<file path="config.mk">
export PLATFORM = sky130hd
export DESIGN_NAME = seq_alu
export DESIGN_NICKNAME = d
export VERILOG_FILES = /design/src/rtl/seq_alu.sv
export SDC_FILE = /design/constraint.sdc
export NUM_CORES = 1
export LEC_CHECK = 0
export BUFFER_PORTS_ARGS = -buffer_cell sky130_fd_sc_hd__buf_2
export CAP_MARGIN = 20
export CORE_ASPECT_RATIO = 0.8
export CORE_UTILIZATION = 60
export DETAILED_ROUTE_END_ITERATION = 8
export GPL_ROUTABILITY_DRIVEN = 0
export PLACE_DENSITY = 0.82
export SKIP_CTS_REPAIR_TIMING = 1
export SYNTH_ARGS = -nofsm -noshare
export SYNTH_HDL_FRONTEND = slang
export SYNTH_SLANG_ARGS = --single-unit
</file>
<file path="constraint.sdc">
create_clock -name clk -period 5 [get_ports clk]
set_input_delay 0 -clock clk [delete_from_list [all_inputs] [get_ports clk]]
set_output_delay 0 -clock clk [all_outputs]
set_load 0.02 [all_outputs]
</file>
<file path="src/rtl/seq_alu.sv">
// seq_alu: sequential ALU with one-cycle ADD/SUB/logic ops and bit-serial unsigned MUL/DIV.
// Build macro SEQ_ALU_DIV_EN enables the restoring divider; without it op 111 reports err.
module seq_alu #(
  parameter int WIDTH = 8
) (
  input  logic             clk,
  input  logic             rst_n,
  input  logic             in_valid,
  output logic             in_ready,
  input  logic [2:0]       op,
  input  logic [WIDTH-1:0] a,
  input  logic [WIDTH-1:0] b,
  output logic             out_valid,
  input  logic             out_ready,
  output logic [WIDTH-1:0] result,
  output logic [WIDTH-1:0] result_hi,
  output logic             carry,
  output logic             zero,
  output logic             negative,
  output logic             overflow,
  output logic             err
);

  localparam logic [1:0] IDLE = 2'd0;
  localparam logic [1:0] BUSY = 2'd1;
  localparam logic [1:0] DONE = 2'd2;

  localparam logic [2:0] OP_ADD = 3'b000;
  localparam logic [2:0] OP_SUB = 3'b001;
  localparam logic [2:0] OP_AND = 3'b010;
  localparam logic [2:0] OP_OR  = 3'b011;
  localparam logic [2:0] OP_XOR = 3'b100;
  localparam logic [2:0] OP_NOT = 3'b101;
  localparam logic [2:0] OP_MUL = 3'b110;
  localparam logic [2:0] OP_DIV = 3'b111;

  localparam int            CW        = $clog2(WIDTH);
  localparam logic [CW-1:0] LAST_STEP = CW'(WIDTH - 1);

  // Explicit ripple carry chain shared by ADD and SUB.
  function automatic logic [WIDTH:0] ripple_add(input logic [WIDTH-1:0] x,
                                                input logic [WIDTH-1:0] y,
                                                input logic             cin);
    logic [WIDTH-1:0] s;
    logic             c;
    s = {WIDTH{1'b0}};
    c = cin;
    for (int i = 0; i < WIDTH; i++) begin
      s[i] = x[i] ^ y[i] ^ c;
      c    = (x[i] & y[i]) | (c & (x[i] ^ y[i]));
    end
    return {c, s};
  endfunction

  logic [1:0]       state_r, state_s;
  logic             in_ready_r, in_ready_s;
  logic             out_valid_r, out_valid_s;
  logic [WIDTH-1:0] result_r, result_s;
  logic [WIDTH-1:0] result_hi_r, result_hi_s;
  logic             carry_r, carry_s;
  logic             zero_r, zero_s;
  logic             negative_r, negative_s;
  logic             overflow_r, overflow_s;
  logic             err_r, err_s;
  logic [WIDTH-1:0] acc_r, acc_s;
  logic [WIDTH-1:0] lo_r, lo_s;
  logic [WIDTH-1:0] opd_r, opd_s;
  logic [CW-1:0]    cnt_r, cnt_s;
  logic             is_div_r, is_div_s;

  logic             is_sub_s;
  logic [WIDTH-1:0] addend_s;
  logic [WIDTH:0]   add_s;
  logic [WIDTH-1:0] alu_lo_s;
  logic [WIDTH-1:0] alu_hi_s;
  logic             alu_c_s;
  logic             alu_v_s;
  logic             alu_err_s;
  logic             go_busy_s;
  logic [WIDTH:0]   mul_sum_s;
  logic [WIDTH-1:0] step_acc_s;
  logic [WIDTH-1:0] step_lo_s;
  logic             step_hi_nz_s;
`ifdef SEQ_ALU_DIV_EN
  logic [WIDTH:0]   div_shift_s;
  logic [WIDTH-1:0] div_diff_s;
`endif

  // Single-cycle results computed straight from the request inputs.
  always_comb begin
    is_sub_s  = (op == OP_SUB);
    addend_s  = is_sub_s ? ~b : b;
    add_s     = ripple_add(a, addend_s, is_sub_s);
    alu_lo_s  = {WIDTH{1'b0}};
    alu_hi_s  = {WIDTH{1'b0}};
    alu_c_s   = 1'b0;
    alu_v_s   = 1'b0;
    alu_err_s = 1'b0;
    case (op)
      OP_ADD, OP_SUB: begin
        alu_lo_s = add_s[WIDTH-1:0];
        // carry-out of a + ~b + 1 is the inverse of borrow
        alu_c_s  = add_s[WIDTH] ^ is_sub_s;
        alu_v_s  = (a[WIDTH-1] == addend_s[WIDTH-1]) && (add_s[WIDTH-1] != a[WIDTH-1]);
      end
      OP_AND: alu_lo_s = a & b;
      OP_OR:  alu_lo_s = a | b;
      OP_XOR: alu_lo_s = a ^ b;
      OP_NOT: alu_lo_s = ~a;
      OP_MUL: alu_lo_s = {WIDTH{1'b0}};
      OP_DIV: begin
`ifdef SEQ_ALU_DIV_EN
        alu_lo_s  = {WIDTH{1'b1}};
        alu_hi_s  = a;
`endif
        alu_err_s = 1'b1;
      end
      default: alu_lo_s = {WIDTH{1'b0}};
    endcase
`ifdef SEQ_ALU_DIV_EN
    go_busy_s = (op == OP_MUL) || ((op == OP_DIV) && (b != {WIDTH{1'b0}}));
`else
    go_busy_s = (op == OP_MUL);
`endif
  end

  // One iteration of the shift-add multiplier or the restoring divider.
  always_comb begin
    mul_sum_s = {1'b0, acc_r} + (lo_r[0] ? {1'b0, opd_r} : {(WIDTH+1){1'b0}});
`ifdef SEQ_ALU_DIV_EN
    div_shift_s = {acc_r, lo_r[WIDTH-1]};
    div_diff_s  = div_shift_s[WIDTH-1:0] - opd_r;
    if (is_div_r) begin
      if (div_shift_s >= {1'b0, opd_r}) begin
        step_acc_s = div_diff_s;
        step_lo_s  = {lo_r[WIDTH-2:0], 1'b1};
      end else begin
        step_acc_s = div_shift_s[WIDTH-1:0];
        step_lo_s  = {lo_r[WIDTH-2:0], 1'b0};
      end
    end else begin
      step_acc_s = mul_sum_s[WIDTH:1];
      step_lo_s  = {mul_sum_s[0], lo_r[WIDTH-1:1]};
    end
`else
    step_acc_s = mul_sum_s[WIDTH:1];
    step_lo_s  = {mul_sum_s[0], lo_r[WIDTH-1:1]};
`endif
    step_hi_nz_s = !is_div_r && (step_acc_s != {WIDTH{1'b0}});
  end

  // Next-state and next output-register values for the valid/ready handshake.
  always_comb begin
    state_s     = state_r;
    out_valid_s = out_valid_r;
    result_s    = result_r;
    result_hi_s = result_hi_r;
    carry_s     = carry_r;
    zero_s      = zero_r;
    negative_s  = negative_r;
    overflow_s  = overflow_r;
    err_s       = err_r;
    acc_s       = acc_r;
    lo_s        = lo_r;
    opd_s       = opd_r;
    cnt_s       = cnt_r;
    is_div_s    = is_div_r;
    case (state_r)
      IDLE: begin
        if (in_valid && in_ready_r) begin
          is_div_s = (op == OP_DIV);
          cnt_s    = {CW{1'b0}};
          if (go_busy_s) begin
            // MUL shifts the multiplier through lo; DIV shifts the dividend through it
            state_s = BUSY;
            acc_s   = {WIDTH{1'b0}};
            lo_s    = (op == OP_MUL) ? b : a;
            opd_s   = (op == OP_MUL) ? a : b;
          end else begin
            state_s     = DONE;
            out_valid_s = 1'b1;
            result_s    = alu_lo_s;
            result_hi_s = alu_hi_s;
            carry_s     = alu_c_s;
            zero_s      = (alu_lo_s == {WIDTH{1'b0}});
            negative_s  = alu_lo_s[WIDTH-1];
            overflow_s  = alu_v_s;
            err_s       = alu_err_s;
          end
        end else begin
          out_valid_s = 1'b0;
        end
      end
      BUSY: begin
        acc_s = step_acc_s;
        lo_s  = step_lo_s;
        if (cnt_r == LAST_STEP) begin
          state_s     = DONE;
          out_valid_s = 1'b1;
          result_s    = step_lo_s;
          result_hi_s = step_acc_s;
          carry_s     = step_hi_nz_s;
          zero_s      = (step_lo_s == {WIDTH{1'b0}});
          negative_s  = step_lo_s[WIDTH-1];
          overflow_s  = step_hi_nz_s;
          err_s       = 1'b0;
        end else begin
          cnt_s = cnt_r + CW'(1);
        end
      end
      DONE: begin
        if (out_ready) begin
          state_s     = IDLE;
          out_valid_s = 1'b0;
        end else begin
          state_s = DONE;
        end
      end
      default: begin
        state_s     = IDLE;
        out_valid_s = 1'b0;
      end
    endcase
    in_ready_s = (state_s == IDLE);
  end

  // State and output registers; reset clears everything including in_ready.
  always_ff @(posedge clk or negedge rst_n) begin
    if (!rst_n) begin
      state_r     <= IDLE;
      in_ready_r  <= 1'b0;
      out_valid_r <= 1'b0;
      result_r    <= {WIDTH{1'b0}};
      result_hi_r <= {WIDTH{1'b0}};
      carry_r     <= 1'b0;
      zero_r      <= 1'b0;
      negative_r  <= 1'b0;
      overflow_r  <= 1'b0;
      err_r       <= 1'b0;
      acc_r       <= {WIDTH{1'b0}};
      lo_r        <= {WIDTH{1'b0}};
      opd_r       <= {WIDTH{1'b0}};
      cnt_r       <= {CW{1'b0}};
      is_div_r    <= 1'b0;
    end else begin
      state_r     <= state_s;
      in_ready_r  <= in_ready_s;
      out_valid_r <= out_valid_s;
      result_r    <= result_s;
      result_hi_r <= result_hi_s;
      carry_r     <= carry_s;
      zero_r      <= zero_s;
      negative_r  <= negative_s;
      overflow_r  <= overflow_s;
      err_r       <= err_s;
      acc_r       <= acc_s;
      lo_r        <= lo_s;
      opd_r       <= opd_s;
      cnt_r       <= cnt_s;
      is_div_r    <= is_div_s;
    end
  end

  assign in_ready  = in_ready_r;
  assign out_valid = out_valid_r;
  assign result    = result_r;
  assign result_hi = result_hi_r;
  assign carry     = carry_r;
  assign zero      = zero_r;
  assign negative  = negative_r;
  assign overflow  = overflow_r;
  assign err       = err_r;

endmodule

</file>
==> reports/qor.yml, run 1 <==
timing:
  setup_viol: 0
  slew-limit-headroom_pct: 26.6
  max_slew.worst_pin.slew_ns: 1.09
  skew_ns: 0.0103
  finalCriticalPeriod_ns: 4.11
  fin_crit_sh_pct: 82.1
  final_hold_viol_count: 2
  tns_ns: 0
  rsz0062_at_grt: "no"
  timing.hold.ws_ns: -0.0169
  maxSlewViolCount: 0
  fmax_mhz: 244
floorplanning:
  start_util_pct: 63.9
  die_y_um: 71.2
  fp.dieW_um: 88.5
  io_pins: 46
  core_area_mm2: 0.00562
  rows: 24
  dieArea_mm2: 0.00630
clock_network:
  cts_buffer_depth: 2
  htree_levels: 2
  cts-root-buf: "clkbuf_8"
  clkTransAtPathRegs_ns: 0.10
  cts_inserted_buffers: 5
  tritoncts: "yes"
  cts.sinks: 52
  clock_latency_ns: 0.31
detailed_routing:
  routedWlPerCell_um: 16.4
  drc: 0
  wirelength_um: 8220
  drt_iter0_markers: 204
  via_per_inst: 5.91
  vias: 2965
  dr.pass1.iters: 4
  antenna_left: 0
power:
  vdd_drop_max_v: 0.000287
  power.leakage_uw: 0.00198
  power_density_mw_per_mm2: 472
run:
  max_cap_violations: 0
layout:
  area_delta_synth_final_pct: 10.9
  fillers: 455
  multi_input_area_mm2: 0.00208
  final_util_pct: 70.9
  antenna_cells: 0
  regArea_mm2: 0.00130
  finalNetCount: 481
  drive_gt1_share_pct: 19.8
yosys:
  synthFlopType: "dfrtp_1"
  ys_warn_count: 0
  synth-edff-count: 0
  synth.distinct_cells: 63
  synth_area_leader_cell: "dfrtp_1"
  synth_cells: 379
  yosysSeqAreaShare_pct: 36.2
  synthesis.area_mm2: 0.00359
  synth.area.top_cells: "dfrtp_1 36%, ha_1 9.4%, nand2_1 5.1%"
  async_flop_share_pct: 100
  synth_top_cell_area_share_pct: 36.2
  ys_seq_elements: 52
  synth_common_cells: "52 x dfrtp_1, 49 x nand2_1, 27 x ha_1, 27 x nor2_1, 20 x inv_1"
  syn_nets: 437
  syn_avg_cell_area_um2: 9.47
  synth_most_common_cell: "dfrtp_1"
run_status:
  violations: "hold timing"
  status: "finished with violations"
global_routing:
  grt_usage_pct: 28.0
  grt_max_degree: 53
  grt_overflow: 0
  grt_pass1_vias: 2840
  grt_first_pass_wirelength_um: 13400
  antenna_found_initial: 0
place:
  post-dp-hpwl_um: 6220
  port_buffers: 45
setup_path:
  required_ns: 5.25
  arrival_ns: 4.35
  critPathLaunchType: "input port"
  endpoint_kind: "flop"
  timing.rr.start: "lo_r[0]"
  crit_start: "op[1]"
  cp_max_fo: 24
  critPathKind: "input port to flop"
min_path:
  hold_start: "b[4]"
  min_path_type: "input port to flop"
[critical path: stages]
cell     delay (ns)
buf_2          0.32
nor3_1         0.11
buf_4          0.20
mux2_2         0.28
fa_1           0.38
fa_1           0.38
fa_1           0.38
fa_1           0.36
inv_1          0.07
fa_1           0.19
fa_1           0.18
inv_1          0.05
fa_1           0.47
a21oi_1        0.18
a22o_2         0.19
nand2_1        0.05
or4_1          0.41
a21oi_1        0.14
[sequential cells by signal, indices dropped and copies added (netlist names)]
signal     count
is_div_r       1
carry          1
in_ready       1
err            1
overflow       1
lo_r           8
zero           1
result         8
opd_r          8
result_hi      8
out_valid      1
acc_r          8
state_r        2
cnt_r          3
[area by class of cell]
class / instances / share of cell area [%]
clock inverter: 2 / 0.409
sequential: 52 / 32.7
timing repair buffer: 56 / 8.30
inverter: 21 / 1.98
tap: 78 / 2.45
clock buffer: 6 / 1.82
multi-input combinational: 287 / 52.4
[power by group]
group / switching (uW) / internal [uW] / total [uW]
logic: 547 / 380 / 927
registers: 119 / 590 / 708
clock network: 145 / 100 / 245
total: 811 / 1070 / 1880
[kinds of logic after synthesis]
| group | count (synthesis) | synth area share (%) |
|---|---|---|
| and+or+nand+nor | 129 | 18.1 |
| AOI/OAI and AO/OA | 93 | 17.8 |
| DFF | 52 | 36.2 |
| buffers and inverters | 40 | 5.68 |
| adders and majority gates | 35 | 13.9 |
| muxes | 16 | 4.91 |
| xor gates and xnor gates | 14 | 3.42 |
[worst paths after layout]
path                       slack [ns]      endpoint  cells past startpoint
min in group asynchronous        0.33     result[3]                      3
hold reg to reg                  0.47  result_hi[0]                      2
setup / recovery                 0.89          zero                     18
hold / removal                  -0.02       lo_r[4]                      3
setup reg to reg                 2.32      overflow                      9
max in group asynchronous        4.21  result_hi[7]                      3
[placed cells by master, fill, tap and decap left out, types with 3 or more instances in the layout]
cell type      netlist  final
xor2_1               4      4
clkbuf_8             0      5
o31ai_1              8      8
buf_2                7     45
nor3_1               3      3
mux2i_1              3      3
nor2b_1              4      4
fa_1                 8      8
inv_1               20     20
buf_4                3      4
xnor2_1             10     10
nor2_1              27     27
ha_1                27     27
nand3_1              5      5
or2b_1               3      3
nand2b_1            11     11
a31oi_1             10     10
nand2_1             49     49
a21oi_1             19     19
a21o_1              10     10
dlygate4sd3_1        0      6
mux2_2              13     13
a211oi_1             6      6
dfrtp_1             52     52
o21ai_0             15     15
and2_1               8      8
[per-stage QoR]
step	hold WS, ns	total power [uW]	instances	setup WS (ns)	area (um^2)
2_1_floorplan	-0.296	1370	379	0.917	3590
3_3_place_gp	0.146	1580	487	0.697	3820
3_5_place_dp	0.157	1620	487	0.599	3820
4_1_cts	-0.190	1870	495	0.925	3910
5_1_grt	0.00473	2020	502	0.655	3980
6_report	-0.0169	1880	502	0.894	3980
[routing by layer]
metal	vias to the layer above	track usage (%)	share of wire (%)
li1	1411	-	-
met1	1398	40.4	45
met2	143	43.0	45
met3	13	6.53	8.8
met4	0	6.63	1.1
met5	-	0	0
(Power assumes the default switching activity.)
==> run 2, diff against run 1 <==
Settings changed: ABC_AREA from default to 1, CORE_UTILIZATION 60 to 59, PLACE_DENSITY 0.82 to 0.81.
Clock period 5 ns to 3.8 ns, I/O delays scaled along.
==> reports/qor.yml, run 2 <==
global_routing:
  grt_overflow: 0
  grt_usage_pct: 28.3
  grt_max_degree: 53
  antenna_found_initial: 0
  grt_pass1_vias: 2924
  grt_first_pass_wirelength_um: 13800
yosys:
  ys_seq_elements: 52
  synth_most_common_cell: "nand2_1"
  synth_area_leader_cell: "dfrtp_1"
  yosysSeqAreaShare_pct: 35.9
  syn_nets: 524
  syn_avg_cell_area_um2: 7.78
  synth.area.top_cells: "dfrtp_1 36%, nand2_1 12%, ha_1 9.3%"
  async_flop_share_pct: 100
  synthesis.area_mm2: 0.00363
  synth.distinct_cells: 37
  synth_cells: 466
  synthFlopType: "dfrtp_1"
  ys_warn_count: 0
  synth-edff-count: 0
  synth_top_cell_area_share_pct: 35.9
  synth_common_cells: "117 x nand2_1, 65 x inv_1, 60 x nor2_1"
timing:
  final_hold_viol_count: 0
  setup_ws_ns: 0.246
  setup_viol: 0
  slew-limit-headroom_pct: 43.3
  timing.hold.ws_ns: 0.0279
  finalCriticalPeriod_ns: 3.55
  fmax_mhz: 281
  tns_ns: 0
  maxSlewViolCount: 0
  skew_ns: 0.00639
  max_slew.worst_pin.slew_ns: 0.848
  rsz0062_at_grt: "no"
  fin_crit_sh_pct: 93.5
layout:
  final_util_pct: 68.2
  finalNetCount: 573
  final_common_cell: "nand2_1"
  final_cells: 597
  antenna_cells: 0
  area_delta_synth_final_pct: 11.2
  drive_gt1_share_pct: 18.0
  final_cell_mix: "117 x nand2_1, 65 x inv_1, 59 x nor2_1, 52 x dfrtp_1, 45 x buf_2"
clock_network:
  clkTransAtPathRegs_ns: 0.09
  cts_buffer_depth: 2
  cts_inserted_buffers: 5
  clock_latency_ns: 0.30
  cts.sinks: 52
  htree_levels: 2
  cts-root-buf: "clkbuf_8"
  tritoncts: "yes"
setup_path:
  critPathLaunchType: "input port"
  required_ns: 4.04
  critPathKind: "input port to flop"
  arrival_ns: 3.79
  endpoint_kind: "flop"
  cp_max_fo: 4
place:
  post-dp-hpwl_um: 6530
  port_buffers: 45
  dp_cells: 588
  preCtsSetupSlack_ns: -0.0177
detailed_routing:
  drc: 2
  antenna_left: 0
  vias: 3219
  drt_iter0_markers: 269
  dr.pass1.iters: 6
  via_per_inst: 5.39
  routedWlPerCell_um: 14.1
  wirelength_um: 8430
power:
  power_density_mw_per_mm2: 581
  vdd_drop_max_v: 0.000218
  power.leakage_uw: 0.00231
run_status:
  status: "finished with violations"
  violations: "DRC"
floorplanning:
  fp.dieW_um: 89.7
  die_y_um: 72.1
  dieArea_mm2: 0.00647
  rows: 25
  start_util_pct: 61.4
  io_pins: 46
  core_area_mm2: 0.00591
min_path:
  min_path_type: "input port to flop"
run:
  max_cap_violations: 0
## run 2: critical path, stage by stage
cell and delay, ns:
buf_2 0.10, inv_2 0.04, nor2_2 0.11, nand2_2 0.09, xor2_1 0.16, fa_1 0.43
fa_1 0.42, fa_1 0.41, fa_1 0.38, inv_1 0.08, fa_1 0.18, fa_1 0.16
inv_1 0.07, fa_1 0.47, xnor2_1 0.15, nor4_1 0.29, nor2_1 0.08, a21boi_1 0.16
## run 2: per-stage QoR
stage	total power (uW)	cell area, um^2
2_1_floorplan	1730	3630
3_3_place_gp	1900	3910
3_5_place_dp	1950	3910
4_1_cts	2330	4020
5_1_grt	2540	4030
6_report	2340	4030
## run 2: cell families after synthesis
| logic type | synth area share, % |
|---|---|
| AOI/OAI and AO/OA | 10.7 |
| xor gates and xnor gates | 2.41 |
| adders and majority gates | 13.7 |
| buffers and inverters | 10.4 |
| DFF | 35.9 |
| and+or+nand+nor | 26.8 |
## run 2: worst paths after layout
path | startpoint | endpoint | slack, ns | cells after the start
min | a[4] | opd_r[4] | 0.03 | 3
max in group asynchronous | rst_n | acc_r[6] | 3.04 | 3
max | op[0] | overflow | 0.25 | 18
min reg2reg | err | err | 0.48 | 2
min in group asynchronous | rst_n | result_hi[4] | 0.33 | 3
max reg2reg | state_r[0] | zero | 1.22 | 8
## run 2: layer usage
layer / global-route usage (%) / vias up / share of wire (%)
met2: 41.6 / 131 / 43
met4: 8.29 / 0 / 1.6
met3: 3.87 / 9 / 6.6
li1: - / 1569 / -
met1: 43.5 / 1510 / 49
met5: 0 / - / 0
## run 2: power by group
group | total (uW) | switching, uW | internal [uW]
Combinational | 1070 | 698 | 370
Sequential | 900 | 143 | 757
Clock | 376 | 181 | 195
Total | 2340 | 1020 | 1320
## run 2: layout make-up
cell class              count  area, um^2
clock buffers               5        68.8
fillers                   532        1880
well taps                  81         101
flip-flops and latches     52        1300
repair buffers             55         303
inverters                  70         265
multi-input cells         331        1950
clock inverters             3        42.5
==> run 3, diff against run 2 <==
Settings changed: ABC_AREA 1 to default.
Clock period 3.8 ns to 3.35 ns, I/O delays scaled along.
==> reports/qor.yml, run 3 (same netlist as run 1, synthesis figures left out) <==
floorplanning:
  fp.dieW_um: 89.2
  start_util_pct: 61.0
  dieArea_mm2: 0.00640
  core_area_mm2: 0.00588
  die_y_um: 71.8
  io_pins: 46
  rows: 25
layout:
  fillers: 465
  final_util_pct: 70.7
  final_common_cell: "dfrtp_1"
  area_delta_synth_final_pct: 15.8
  final_cell_mix: "52 x dfrtp_1, 49 x nand2_1, 43 x buf_2, 27 x nor2_1, 27 x ha_1"
  regArea_mm2: 0.00130
  multi_input_area_mm2: 0.00214
  antenna_cells: 0
  finalNetCount: 493
  drive_gt1_share_pct: 25.7
power:
  p_int_uw: 1620
  switching_power_uw: 1230
  power_density_mw_per_mm2: 687
  power.leakage_uw: 0.00206
  vdd_drop_max_v: 0.000341
  switching_share_pct: 43.3
  pwr-share-seq_pct: 37.5
  clkPwrFrac_pct: 13.1
  p_comb_share_pct: 49.4
timing:
  fmax_mhz: 291
  maxSlewViolCount: 0
  skew_ns: 0.00946
  rsz0062_at_grt: "yes"
  finalCriticalPeriod_ns: 3.44
  timing.hold.ws_ns: 0.0194
  fin_crit_sh_pct: 103
  setup_ws_ns: -0.0907
  max_slew.worst_pin.slew_ns: 1.04
  slew-limit-headroom_pct: 30.2
  final_hold_viol_count: 0
  setup_viol: 2
place:
  post-dp-hpwl_um: 6330
  preCtsSetupSlack_ns: -0.635
  port_buffers: 45
clock_network:
  cts.sinks: 52
  clkTransAtPathRegs_ns: 0.10
  cts-root-buf: "clkbuf_8"
  cts_buffer_depth: 2
  htree_levels: 2
  cts_inserted_buffers: 5
  tritoncts: "yes"
  clock_latency_ns: 0.32
setup_path:
  critPathKind: "input port to flop"
  critPathLaunchType: "input port"
  arrival_ns: 3.70
  cp_max_fo: 3
  endpoint_kind: "flop"
  required_ns: 3.61
detailed_routing:
  drt_iter0_markers: 211
  dr.pass1.iters: 4
  antenna_left: 0
  routedWlPerCell_um: 16.4
  wirelength_um: 8460
  vias: 3054
  drc: 0
  via_per_inst: 5.91
global_routing:
  grt_overflow: 0
  grt_first_pass_wirelength_um: 13400
  grt_usage_pct: 27.7
  grt_pass1_vias: 2754
  antenna_found_initial: 0
  grt_max_degree: 41
run_status:
  status: "finished with violations"
  violations: "setup timing"
min_path:
  min_path_type: "input port to flop"
run:
  max_cap_violations: 0
[run 3: area by class of cell]
class	count	share of cell area [%]
multi-input cells	287	51.5
well taps	81	2.44
inverters	21	1.96
repair buffers	68	10.6
clock inverters	3	0.542
clock buffers	5	1.66
flip-flops and latches	52	31.3
[run 3: metal layers]
metal,global-route usage [%],up-vias,part of all wire (%)
li1,-,1439,-
met1,40.9,1494,46
met2,40.7,106,46
met3,4.95,15,6.2
met4,9.70,0,1.9
met5,0,-,0
[run 3: critical path, stage by stage]
cell and delay [ns]:
buf_2 0.12, inv_4 0.06, nor3_4 0.04, mux2_4 0.26, fa_2 0.34, fa_2 0.34
fa_2 0.35, fa_2 0.34, inv_2 0.06, fa_2 0.19, fa_2 0.19, inv_2 0.04
fa_2 0.43, a21oi_2 0.13, a22o_2 0.17, nand2_1 0.06, or4_4 0.44, a21oi_2 0.13
[run 3: final timing paths]
path / cells past startpoint / endpoint / slack, ns / start
setup reg to reg: 9 / carry / 0.65 / lo_r[0]
min in group asynchronous: 2 / result[1] / 0.08 / rst_n
setup / recovery: 18 / zero / -0.09 / op[0]
hold reg to reg: 2 / result_hi[5] / 0.47 / result_hi[5]
hold / removal: 3 / lo_r[6] / 0.02 / b[6]
max in group asynchronous: 3 / result_hi[7] / 2.47 / rst_n
[run 3: power groups by stage]
stage	registers (uW)	logic [uW]	clock network, uW
2_1_floorplan	1140	917	0
3_3_place_gp	1070	1310	0
3_5_place_dp	1080	1360	0
4_1_cts	1070	1370	381
5_1_grt	1100	1570	403
6_report	1070	1410	375
[run 3: per-stage QoR]
stage	area [um^2]	total power [uW]	std cells	setup TNS (ns)
after floorplan	3620	2060	379	-1.25
after global placement	3920	2380	500	-1.52
after detailed placement	3920	2440	500	-2.09
after CTS	4010	2820	508	-0.612
after global routing	4160	3070	517	-0.481
final	4160	2850	517	-0.109
